**src/rtl/trena_receptor_medida.sv**
```systemverilog
// Receiving end of the trena serial link.
// Deserializes 7O1 UART frames and assembles "DDD#" messages into three BCD digits.
// Parity, framing and message-format errors are flagged with a one-cycle pulse.
module trena_receptor_medida #(
    parameter int unsigned CLKS_PER_BIT = 434
) (
    input  logic       clock,
    input  logic       reset,
    input  logic       entrada_serial,
    output logic [3:0] centena,
    output logic [3:0] dezena,
    output logic [3:0] unidade,
    output logic       medida_pronta,
    output logic       erro,
    output logic [2:0] db_estado_rx,
    output logic [1:0] db_estado_msg
);

    localparam int unsigned CntW = $clog2(CLKS_PER_BIT);
    localparam logic [CntW-1:0] BitMax  = CntW'(CLKS_PER_BIT - 1);
    localparam logic [CntW-1:0] HalfMax = CntW'(CLKS_PER_BIT / 2 - 1);

    typedef enum logic [2:0] {
        StOcioso   = 3'd0,
        StInicio   = 3'd1,
        StDados    = 3'd2,
        StParidade = 3'd3,
        StParada   = 3'd4
    } estado_rx_e;

    typedef enum logic [1:0] {
        MsgC    = 2'd0,
        MsgD    = 2'd1,
        MsgU    = 2'd2,
        MsgHash = 2'd3
    } estado_msg_e;

    // Line synchronizer
    logic sync1_q, sync2_q;
    logic linha;

    // Bit-level receiver
    estado_rx_e      estado_rx_q, estado_rx_d;
    logic [CntW-1:0] cnt_q, cnt_d;
    logic [2:0]      bit_idx_q, bit_idx_d;
    logic [6:0]      dados_q, dados_d;
    logic            paridade_q, paridade_d;
    logic            parada_q, parada_d;
    logic            fim_q, fim_d;
    logic            char_ok_q, char_ok_d;
    logic            char_err_q, char_err_d;

    // Message assembler
    estado_msg_e msg_q, msg_d;
    logic [3:0]  cen_sh_q, cen_sh_d;
    logic [3:0]  dez_sh_q, dez_sh_d;
    logic [3:0]  uni_sh_q, uni_sh_d;
    logic [3:0]  cen_q, cen_d;
    logic [3:0]  dez_q, dez_d;
    logic [3:0]  uni_q, uni_d;
    logic        pronta_q, pronta_d;
    logic        erro_q, erro_d;
    logic        eh_digito, eh_hash;
    logic [3:0]  digito;

    // Two-flop synchronizer; resets to the idle-high line level
    always_ff @(posedge clock or negedge reset) begin
        if (!reset) begin
            sync1_q <= 1'b1;
            sync2_q <= 1'b1;
        end else begin
            sync1_q <= entrada_serial;
            sync2_q <= sync1_q;
        end
    end

    assign linha = sync2_q;

    // Bit FSM and frame registers
    always_ff @(posedge clock or negedge reset) begin
        if (!reset) begin
            estado_rx_q <= StOcioso;
            cnt_q       <= '0;
            bit_idx_q   <= '0;
            dados_q     <= '0;
            paridade_q  <= 1'b0;
            parada_q    <= 1'b0;
            fim_q       <= 1'b0;
            char_ok_q   <= 1'b0;
            char_err_q  <= 1'b0;
        end else begin
            estado_rx_q <= estado_rx_d;
            cnt_q       <= cnt_d;
            bit_idx_q   <= bit_idx_d;
            dados_q     <= dados_d;
            paridade_q  <= paridade_d;
            parada_q    <= parada_d;
            fim_q       <= fim_d;
            char_ok_q   <= char_ok_d;
            char_err_q  <= char_err_d;
        end
    end

    // Bit FSM next state: mid-bit sampling, LSB first, odd parity, stop check
    always_comb begin
        estado_rx_d = estado_rx_q;
        cnt_d       = cnt_q;
        bit_idx_d   = bit_idx_q;
        dados_d     = dados_q;
        paridade_d  = paridade_q;
        parada_d    = parada_q;
        fim_d       = fim_q;
        char_ok_d   = 1'b0;
        char_err_d  = 1'b0;
        case (estado_rx_q)
            StOcioso: begin
                cnt_d     = '0;
                bit_idx_d = '0;
                fim_d     = 1'b0;
                if (!linha) begin
                    estado_rx_d = StInicio;
                end
            end
            StInicio: begin
                if (cnt_q == HalfMax) begin
                    cnt_d       = '0;
                    // A start bit that is high again at mid-bit was a glitch
                    estado_rx_d = linha ? StOcioso : StDados;
                end else begin
                    cnt_d = cnt_q + CntW'(1);
                end
            end
            StDados: begin
                if (cnt_q == BitMax) begin
                    cnt_d   = '0;
                    dados_d = {linha, dados_q[6:1]};
                    if (bit_idx_q == 3'd6) begin
                        estado_rx_d = StParidade;
                    end else begin
                        bit_idx_d = bit_idx_q + 3'd1;
                    end
                end else begin
                    cnt_d = cnt_q + CntW'(1);
                end
            end
            StParidade: begin
                if (cnt_q == BitMax) begin
                    cnt_d       = '0;
                    paridade_d  = linha;
                    estado_rx_d = StParada;
                end else begin
                    cnt_d = cnt_q + CntW'(1);
                end
            end
            StParada: begin
                if (fim_q) begin
                    // Cycle after the stop sample: issue the character verdict
                    fim_d       = 1'b0;
                    estado_rx_d = StOcioso;
                    if ((^{dados_q, paridade_q}) && parada_q) begin
                        char_ok_d = 1'b1;
                    end else begin
                        char_err_d = 1'b1;
                    end
                end else if (cnt_q == BitMax) begin
                    cnt_d    = '0;
                    parada_d = linha;
                    fim_d    = 1'b1;
                end else begin
                    cnt_d = cnt_q + CntW'(1);
                end
            end
            default: begin
                estado_rx_d = StOcioso;
            end
        endcase
    end

    assign eh_digito = (dados_q >= 7'h30) && (dados_q <= 7'h39);
    assign eh_hash   = (dados_q == 7'h23);
    assign digito    = dados_q[3:0];

    // Message FSM, shadow digits and committed outputs
    always_ff @(posedge clock or negedge reset) begin
        if (!reset) begin
            msg_q    <= MsgC;
            cen_sh_q <= '0;
            dez_sh_q <= '0;
            uni_sh_q <= '0;
            cen_q    <= '0;
            dez_q    <= '0;
            uni_q    <= '0;
            pronta_q <= 1'b0;
            erro_q   <= 1'b0;
        end else begin
            msg_q    <= msg_d;
            cen_sh_q <= cen_sh_d;
            dez_sh_q <= dez_sh_d;
            uni_sh_q <= uni_sh_d;
            cen_q    <= cen_d;
            dez_q    <= dez_d;
            uni_q    <= uni_d;
            pronta_q <= pronta_d;
            erro_q   <= erro_d;
        end
    end

    // Message next state: digits fill the shadow, '#' commits, anything else resyncs
    always_comb begin
        msg_d    = msg_q;
        cen_sh_d = cen_sh_q;
        dez_sh_d = dez_sh_q;
        uni_sh_d = uni_sh_q;
        cen_d    = cen_q;
        dez_d    = dez_q;
        uni_d    = uni_q;
        pronta_d = 1'b0;
        erro_d   = 1'b0;
        if (char_err_q) begin
            erro_d = 1'b1;
            msg_d  = MsgC;
        end else if (char_ok_q) begin
            unique case (msg_q)
                MsgC: begin
                    if (eh_digito) begin
                        cen_sh_d = digito;
                        msg_d    = MsgD;
                    end else begin
                        erro_d = 1'b1;
                        msg_d  = MsgC;
                    end
                end
                MsgD: begin
                    if (eh_digito) begin
                        dez_sh_d = digito;
                        msg_d    = MsgU;
                    end else begin
                        erro_d = 1'b1;
                        msg_d  = MsgC;
                    end
                end
                MsgU: begin
                    if (eh_digito) begin
                        uni_sh_d = digito;
                        msg_d    = MsgHash;
                    end else begin
                        erro_d = 1'b1;
                        msg_d  = MsgC;
                    end
                end
                MsgHash: begin
                    if (eh_hash) begin
                        cen_d    = cen_sh_q;
                        dez_d    = dez_sh_q;
                        uni_d    = uni_sh_q;
                        pronta_d = 1'b1;
                    end else begin
                        erro_d = 1'b1;
                    end
                    msg_d = MsgC;
                end
            endcase
        end
    end

    assign centena       = cen_q;
    assign dezena        = dez_q;
    assign unidade       = uni_q;
    assign medida_pronta = pronta_q;
    assign erro          = erro_q;
    assign db_estado_rx  = estado_rx_q;
    assign db_estado_msg = msg_q;

endmodule

```
**config.mk**
```make
export PLATFORM = sky130hd
export DESIGN_NAME = trena_receptor_medida
export DESIGN_NICKNAME = d
export VERILOG_FILES = /design/src/rtl/trena_receptor_medida.sv
export SDC_FILE = /design/constraint.sdc
export NUM_CORES = 1
export LEC_CHECK = 0
export BUFFER_PORTS_ARGS = -buffer_cell sky130_fd_sc_hd__buf_2
export CORE_MARGIN = 2
export CORE_UTILIZATION = 55
export CTS_BUF_LIST = sky130_fd_sc_hd__clkbuf_2
export DETAILED_ROUTE_END_ITERATION = 16
export PLACE_DENSITY_LB_ADDON = 0.25
export SYNTH_ARGS = -nofsm -noshare
export SYNTH_HDL_FRONTEND = slang
export SYNTH_SLANG_ARGS = --single-unit
```
**constraint.sdc**
```tcl
create_clock -name clock -period 2.3 [get_ports clock]
set_clock_uncertainty 0.05 [all_clocks]
set_input_delay 0.575 -clock clock [delete_from_list [all_inputs] [get_ports clock]]
set_output_delay 0.575 -clock clock [all_outputs]
set_load 0.01 [all_outputs]
```
* Word level (Yosys, flattened, before mapping)
Cells that the tools add are included.
Word-level totals: register bits 57, input port bits 3, logic and storage cells 105
Cells by class: $add $sub $neg 2, $lt $le $gt $ge 2, equal/unequal tests 19, muxes and demuxes 39, bitwise gates (word level) 2, reduce and logical (&&, ||, !) cells 21
Operators by type and width (number):
- case mux 9 bit (4 select lines) | 1
- 2-to-1 mux 9 bit | 3
- 2-to-1 mux 3 bit | 8
- 2-to-1 mux 1 bit | 17
- != test 2 bit, second input constant | 8
- AND reduction 4 bit | 4
- case mux 3 bit (5 select lines) | 1
- 2-to-1 mux 2 bit | 5
- adder 9 x 1 -> 9 bit, second input constant | 1
- == test 9 x 8 -> 1 bit, second input constant | 1
- == test 9 bit, second input constant | 1
- case mux 2 bit (4 select lines) | 1
- XOR reduction 8 bit | 1
- == test 7 x 6 -> 1 bit, second input constant | 1
- greater-or-equal comparator 7 x 6 -> 1 bit, second input constant | 1
- less-or-equal comparator 7 x 6 -> 1 bit, second input constant | 1
- == test 3 x 2 -> 1 bit, second input constant | 2
- == test 3 bit, second input constant | 2
- case mux 3 bit (2 select lines) | 1
- AND reduction 2 bit | 3
- AND reduction 3 bit | 2
- AND reduction 6 bit | 1
- nonzero test 2 bit | 3
- == test 2 bit, second input constant | 2
- other kinds (11) | 14

* Longest topological paths before layout
Gate-level depths: netlist of the first run.
word-level depth 6, depth in mapped cells 9, mapped depth without buffers 7

* Worst setup path after synthesis of the first run
Ideal clock, no wire load.
path kind register to register, start register cnt_q[1], end register dados_q[2], arrival 2.054 ns, data required time 2.125 ns, slack 0.071 ns, cell stages (with the launch flop) 9, path buffers 2, period minus slack after synthesis 2.229 ns, cell sequence dfrtp_1 inv_1 ha_1 nand4b_1 or4_1 buf_2 or3_1 buf_6 mux2_4
Between the ends: longest elaborated chain between the ends 2
RTL lines:
- start: declaration | line 44 | logic [CntW-1:0] cnt_q, cnt_d;
- start signal: assignment | line 93 | cnt_q <= cnt_d;
- == test 9 bit | line 134 | if (cnt_q == BitMax) begin
- AND reduction 2 bit (no line)
- end signal: assignment | line 95 | dados_q <= dados_d;
- end: declaration | line 46 | logic [6:0] dados_q, dados_d;
Every way passes these cells. A chain may end at the register's enable or synchronous reset.

* Final worst setup path of the first run
start register cnt_q[1], end register cnt_q[8]
Between the ends: longest elaborated chain between the ends 4
RTL lines:
- adder 9 x 1 -> 9 bit / == test 9 bit (equally long branches)
- 2-to-1 mux 9 bit | line 134, 147, 165
- 2-to-1 mux 9 bit | line 156 | if (fim_q) begin
- case mux 9 bit (4 select lines) (*) | line 115 | case (estado_rx_q)
Mark *: on every way between the ends. The rest lies on a longest branch, timed or not. The select of a mux whose other input is x is not followed.

==> flow_summary.json, run 1 <==
{
  "status": "completed",
  "diodes": 0,
  "drcViolationCount": 0,
  "grt_overflow": 0,
  "seq_area_um2": 1430,
  "clockBufferDepth": 2,
  "timing.final.hold_violations": 0,
  "initial_core_util_pct": 57.6,
  "antenna_found_initial": 0,
  "clock_latency_ps": 460,
  "crit_type": "register to register",
  "p_leak_nw": 1.58,
  "finalCritPeriodShare_pct": 96.8,
  "stdcell_count": 356,
  "finalMaxSlewViolations": 0,
  "grt_max_degree": 28,
  "avgViaCountPerCell": 5.56,
  "postLayoutCoreUtil_pct": 68.2,
  "cts_inserted_buffers": 9,
  "fin_nets": 296,
  "worstSetupEndpointType": "register",
  "synth_area_per_cell_um2": 11.4,
  "tightestPinTransition_ps": 606,
  "fmax_mhz": 449,
  "routed_wl_mm": 4.99,
  "port_buffers": 21,
  "ir_worst_vdd_mv": 0.487,
  "maxCapViolCount": 0,
  "syn2layout_area_growth_pct": 18.5,
  "setup_viol": 0,
  "core_area_um2": 4750,
  "vias": 1979,
  "die_height_um": 74.6,
  "synth_ff_type": "dfrtp_1",
  "drive_above_1_share_pct": 27.3,
  "dr.pass1.iters": 4,
  "max_slew_margin_pct": 59.3,
  "fin_hold_ws_ps": 33.1,
  "yosysSeqAreaShare_pct": 52.2,
  "period_minus_slack_ps": 2230,
  "async_flop_share_pct": 100,
  "postCtsHoldBufs": 0,
  "drtAntennaViolNets": 0,
  "powerDensity_nw_per_um2": 537,
  "ys_ff_latch": 57,
  "die_area_um2": 5560,
  "fillers": 395,
  "syn-cell-area_um2": 2740,
  "grt_usage_pct": 20.8,
  "synth_edf_count": 0,
  "cp-start-kind": "register",
  "cts_tree": "yes",
  "drtIter0Drc": 116,
  "crit_fanout": 6,
  "synth_cell_types": 48,
  "routedWlPerCell_um": 14.0,
  "die_w_um": 74.6,
  "arrival_ps": 2530,
  "grt_pass1_vias": 1955,
  "ctsRootBufferMaster": "clkbuf_2",
  "required_ps": 2600,
  "multiInputGateArea_um2": 1270,
  "dp_cells": 334,
  "cts_max_level": 3,
  "reg2regPathDepth": 9,
  "synthesis.instances": 240,
  "finalPower_mw": 1.74,
  "ys_warn_count": 0,
  "synth_nets": 252,
  "rows": 25,
  "reg2reg_slack_ps": 70,
  "grt_pass1_wl_mm": 8.60,
  "path_clk_slew_ps": 160,
  "hold_class": "primary input to asynchronous set/reset pin",
  "design.portCount": 22,
  "place_hpwl_mm": 3.61,
  "gp_congestion": 0.940,
  "cts.sinks": 57
}
power by group:
group	internal (mW)	total, mW	switching [mW]
clock	0.349	0.708	0.359
sequential	1.01	1.01	0.00150
combinational	0.00612	0.0257	0.0196
total	1.36	1.74	0.380
area by class of cell:
class,count,share of cell area (%)
sequential,57,44.1
timing repair buffer,44,9.45
inverter,7,0.810
clock inverter,7,2.62
clock buffer,9,1.39
multi-input combinational,165,39.1
tap,67,2.58
state kept, by name, summed over array words and instances, names as in the netlist:
| register | cells |
|---|---|
| centena | 4 |
| medida_pronta | 1 |
| dez_sh_q | 4 |
| paridade_q | 1 |
| cen_sh_q | 4 |
| dados_q | 7 |
| bit_idx_q | 3 |
| linha | 1 |
| db_estado_msg | 2 |
| unidade | 4 |
| fim_q | 1 |
| db_estado_rx | 3 |
| char_ok_q | 1 |
| char_err_q | 1 |
| parada_q | 1 |
| sync1_q | 1 |
| cnt_q | 9 |
| uni_sh_q | 4 |
| dezena | 4 |
| erro | 1 |
cells in the final DEF, fill, tap and decap left out, types with 4 or more instances in the layout:
cell      count
dfrtp_1      55
nand2_1      23
mux2_1       22
buf_2        21
buf_4        20
o21ai_1      14
nor2_1       10
ha_1          9
clkbuf_2      9
nor3_1        7
nand3_1       6
a21oi_1       6
inv_1         5
nand2b_1      5
o21ai_0       5
xnor2_1       4
mux2_4        4
a32o_1        4
what timing repair did:
item | in CTS | in global routing
setup buffers | 0 | 5
endpoints found under the hold margin | 0 | 0
endpoints found under the setup margin | 0 | 30
resized for setup | 0 | 13
per-layer routing:
| metal | share of wire [%] | global-route usage [%] | routed length (um) |
|---|---|---|---|
| met5 | 0 | 0 | 0 |
| met1 | 44 | 24.9 | 2210 |
| met2 | 51 | 35.0 | 2530 |
| met4 | 1.1 | 11.5 | 57 |
| met3 | 3.9 | 4.34 | 195 |
through the flow:
stage	cell area (um2)	setup TNS (ps)	setup slack, ps
after floorplan	2740	0	71.2
after global placement	3020	0	133
after detailed placement	3020	0	55.2
after CTS	3150	0	33.9
after global routing	3240	-150	-30.5
final	3240	0	72.5
worst max-delay path: stages (launching register included):
cell	delay, ps
dfrtp_1	400
inv_1	100
ha_1	160
nand4b_1	130
or4_4	440
buf_4	170
a32oi_4	270
buf_4	180
o21ai_1	70
a21o_1	150
cells in the mapped netlist, types with 2 or more instances:
cell type	instances	area, um2
nand2b_1	5	31.3
clkbuf_1	6	22.5
nor2_1	11	41.3
nand3_1	6	30.0
xnor2_1	4	35.0
nor4_1	3	18.8
dfstp_2	2	52.6
mux2_4	4	60.1
buf_6	2	22.5
inv_1	7	26.3
or3_1	2	12.5
o21ai_1	17	85.1
a21oi_1	6	30.0
nor4b_1	2	17.5
o22ai_1	2	12.5
ha_1	9	113
nor3_1	7	35.0
a22o_1	2	17.5
mux2i_1	2	20.0
a211oi_1	2	15.0
nor4bb_1	2	20.0
o21ai_0	5	25.0
a32o_1	4	40.0
buf_2	3	15.0
nand2_1	23	86.3
mux2_1	22	248
dfrtp_1	55	1380
and4b_1	2	20.0
a21o_1	3	22.5
nand4b_1	2	17.5
final timing paths:
path | start | end
worst max-delay path | cnt_q[1] | cnt_q[8]
worst min-delay path | reset | bit_idx_q[0]
worst max register to register | cnt_q[1] | cnt_q[8]
worst min register to register | sync1_q | linha
max in group asynchronous | reset | cnt_q[0]
min in group clock | entrada_serial | sync1_q
cells by family (layout without fill, tap and decap cells):
logic type,Yosys count,after routing,synth area share (%)
compound gates,49,49,12.2
xor+xnor,5,5,1.60
fa+ha+maj,9,9,4.11
buf+inv,18,67,3.15
flops,57,57,52.2
mux,29,29,12.4
simple gates,73,73,14.4
Note: power is estimated with default switching activity, not from simulation.
==> inputs of run 2 (changes only) <==
--- a/config.mk
+++ b/config.mk
@@ -5,11 +5,12 @@
 export SDC_FILE = /design/constraint.sdc
 export NUM_CORES = 1
 export LEC_CHECK = 0
-export BUFFER_PORTS_ARGS = -buffer_cell sky130_fd_sc_hd__buf_2
 export CORE_MARGIN = 2
 export CORE_UTILIZATION = 55
 export CTS_BUF_LIST = sky130_fd_sc_hd__clkbuf_2
+export CTS_CLUSTER_DIAMETER = 50
 export DETAILED_ROUTE_END_ITERATION = 16
+export DONT_BUFFER_PORTS = 1
 export PLACE_DENSITY_LB_ADDON = 0.25
 export SYNTH_ARGS = -nofsm -noshare
 export SYNTH_HDL_FRONTEND = slang
==> run 2 against run 1 <==
Register-to-register slack hardly changed. Setup slack better by 10 ps. Worst hold slack better by 280 ps. Critical path depth is 2 lower.
==> flow_summary.json, run 2 (same netlist as run 1, synthesis figures left out) <==
{
  "cts_inserted_buffers": 9,
  "clockBufferDepth": 2,
  "drcViolationCount": 0,
  "finalPower_mw": 1.61,
  "final_cell_mix": "dfrtp_1 (55), buf_4 (24), nand2_1 (23)",
  "arrival_ps": 2520,
  "path_clk_slew_ps": 150,
  "power_frac_seq_pct": 62.6,
  "grt_overflow": 0,
  "avgViaCountPerCell": 5.77,
  "grt_use_met1_pct": 25.5,
  "grt_busiest_layer": "met2",
  "maxCapViolCount": 0,
  "required_ps": 2600,
  "die_height_um": 74.6,
  "internal_power_mw": 1.24,
  "crit_fanout": 4,
  "p_switching_mw": 0.366,
  "reg.largest.list": "cnt_q (9), dados_q (7)",
  "regMostFlops": "cnt_q",
  "grt.met3_usage_pct": 5.01,
  "final_common_cell": "dfrtp_1",
  "finalCritPeriodShare_pct": 96.4,
  "port_buffers": 0,
  "rows": 25,
  "syn2layout_area_growth_pct": 14.6,
  "p_comb_share_pct": 1.7,
  "powerDensity_nw_per_um2": 513,
  "cts.sinks": 57,
  "grt.met2_usage_pct": 33.7,
  "routedWlPerCell_um": 15.4,
  "final_area_um2": 3140,
  "die_w_um": 74.6,
  "dr.pass1.iters": 4,
  "worstSetupEndpointType": "register",
  "drtIter0Drc": 98,
  "swShare_pct": 22.8,
  "stdcell_count": 339,
  "cts_tree": "yes",
  "place_hpwl_mm": 3.58,
  "design.portCount": 22,
  "fin_nets": 280,
  "dpl_cell_area_um2": 2930,
  "grt_max_degree": 58,
  "vias": 1957,
  "diodes": 0,
  "fillers": 386,
  "routed_wl_mm": 5.24,
  "grt_pass1_wl_mm": 8.60,
  "grt_pass1_vias": 1880,
  "tns_ps": 0,
  "grt_usage_pct": 20.9,
  "p_leak_nw": 1.48,
  "largest_reg_flops": 9,
  "core_area_um2": 4750,
  "timing.final.hold_violations": 0,
  "clock_latency_ps": 460,
  "crit_type": "register to register",
  "cts_max_level": 3,
  "setup_viol": 0,
  "ctsRootBufferMaster": "clkbuf_2",
  "ir_worst_vdd_mv": 0.285,
  "finalMaxSlewViolations": 0,
  "antenna_found_initial": 0,
  "tightestPinTransition_ps": 413,
  "drtAntennaViolNets": 0,
  "status": "completed",
  "hold_class": "register to register",
  "dp_cells": 317,
  "die_area_um2": 5560,
  "drive_above_1_share_pct": 19.9,
  "gp_congestion": 0.922,
  "period_minus_slack_ps": 2220,
  "fmax_mhz": 451,
  "initial_core_util_pct": 57.6,
  "cp-start-kind": "register",
  "max_slew_margin_pct": 72.2,
  "clkPwrFrac_pct": 35.7
}
==> run 2: cell count changes in the layout (fill, tap and decap cells not counted), sizes merged <==
cell,change
dlygate4sd3,+2
buf,-17
clkinv,+1
clkdlybuf4s15,-1
bufinv,-1
clkinvlp,-1
==> run 2: through the flow <==
stage | util [%] | hold WS, ps | setup slack [ps]
floorplan | - | 229 | 71.2
global placement | 61.7 | 231 | 92.2
detailed placement | 61.7 | 231 | 41.5
CTS | 64.4 | 7.44 | 0.979
global route | 66.0 | 320 | -37.4
finish | 66.0 | 316 | 82.9
==> run 2: power by group through the flow <==
stage                     logic, mW  registers [mW]  clock network (mW)
after global routing         0.0322            1.01               0.649
after detailed placement   0.000696            1.03                   0
after CTS                    0.0275            1.01               0.594
after global placement     0.000744            1.03                   0
after floorplan            0.000638            1.03                   0
final                        0.0272            1.01               0.575
==> run 2: area by class of cell <==
type	count	area (um2)	area share (%)
clock buffer	9	45.0	1.44
clock inverter	6	50.0	1.60
inverter	7	26.3	0.838
multi-input combinational	165	1250	40.0
sequential	57	1430	45.6
tap	67	83.8	2.67
timing repair buffer	28	248	7.90
==> run 2: timing repair <==
| item | 4_1_cts | 5_1_grt |
|---|---|---|
| resized for setup | 0 | 7 |
| endpoints found under the hold margin | 57 | 1 |
| hold buffers | 2 | 1 |
| endpoints found under the setup margin | 0 | 32 |
| setup buffers | 0 | 4 |
==> run 2: final timing paths <==
check / startpoint / to / slack [ps] / depth (start not counted)
min: sync1_q / linha / 320 / 0
min reg2reg: sync1_q / linha / 320 / 0
max reg2reg: cnt_q[1] / parada_q / 80 / 7
max in group asynchronous: reset / linha / 1310 / 2
min in group asynchronous: reset / dados_q[2] / 580 / 2
max: cnt_q[1] / parada_q / 80 / 7
==> run 2: routing by layer <==
layer / wire [um] / up-vias / part of all wire [%]
li1: - / 933 / -
met1: 2230 / 952 / 43
met2: 2570 / 53 / 49
met3: 259 / 19 / 4.9
met4: 172 / 0 / 3.3
met5: 0 / - / 0
==> run 2: critical path, stage by stage (launching register included) <==
cell and delay, ps:
dfrtp_1 410, inv_1 70, ha_1 140, nand4b_1 130
or4_4 470, buf_4 170, or3_1 340, mux2_1 320
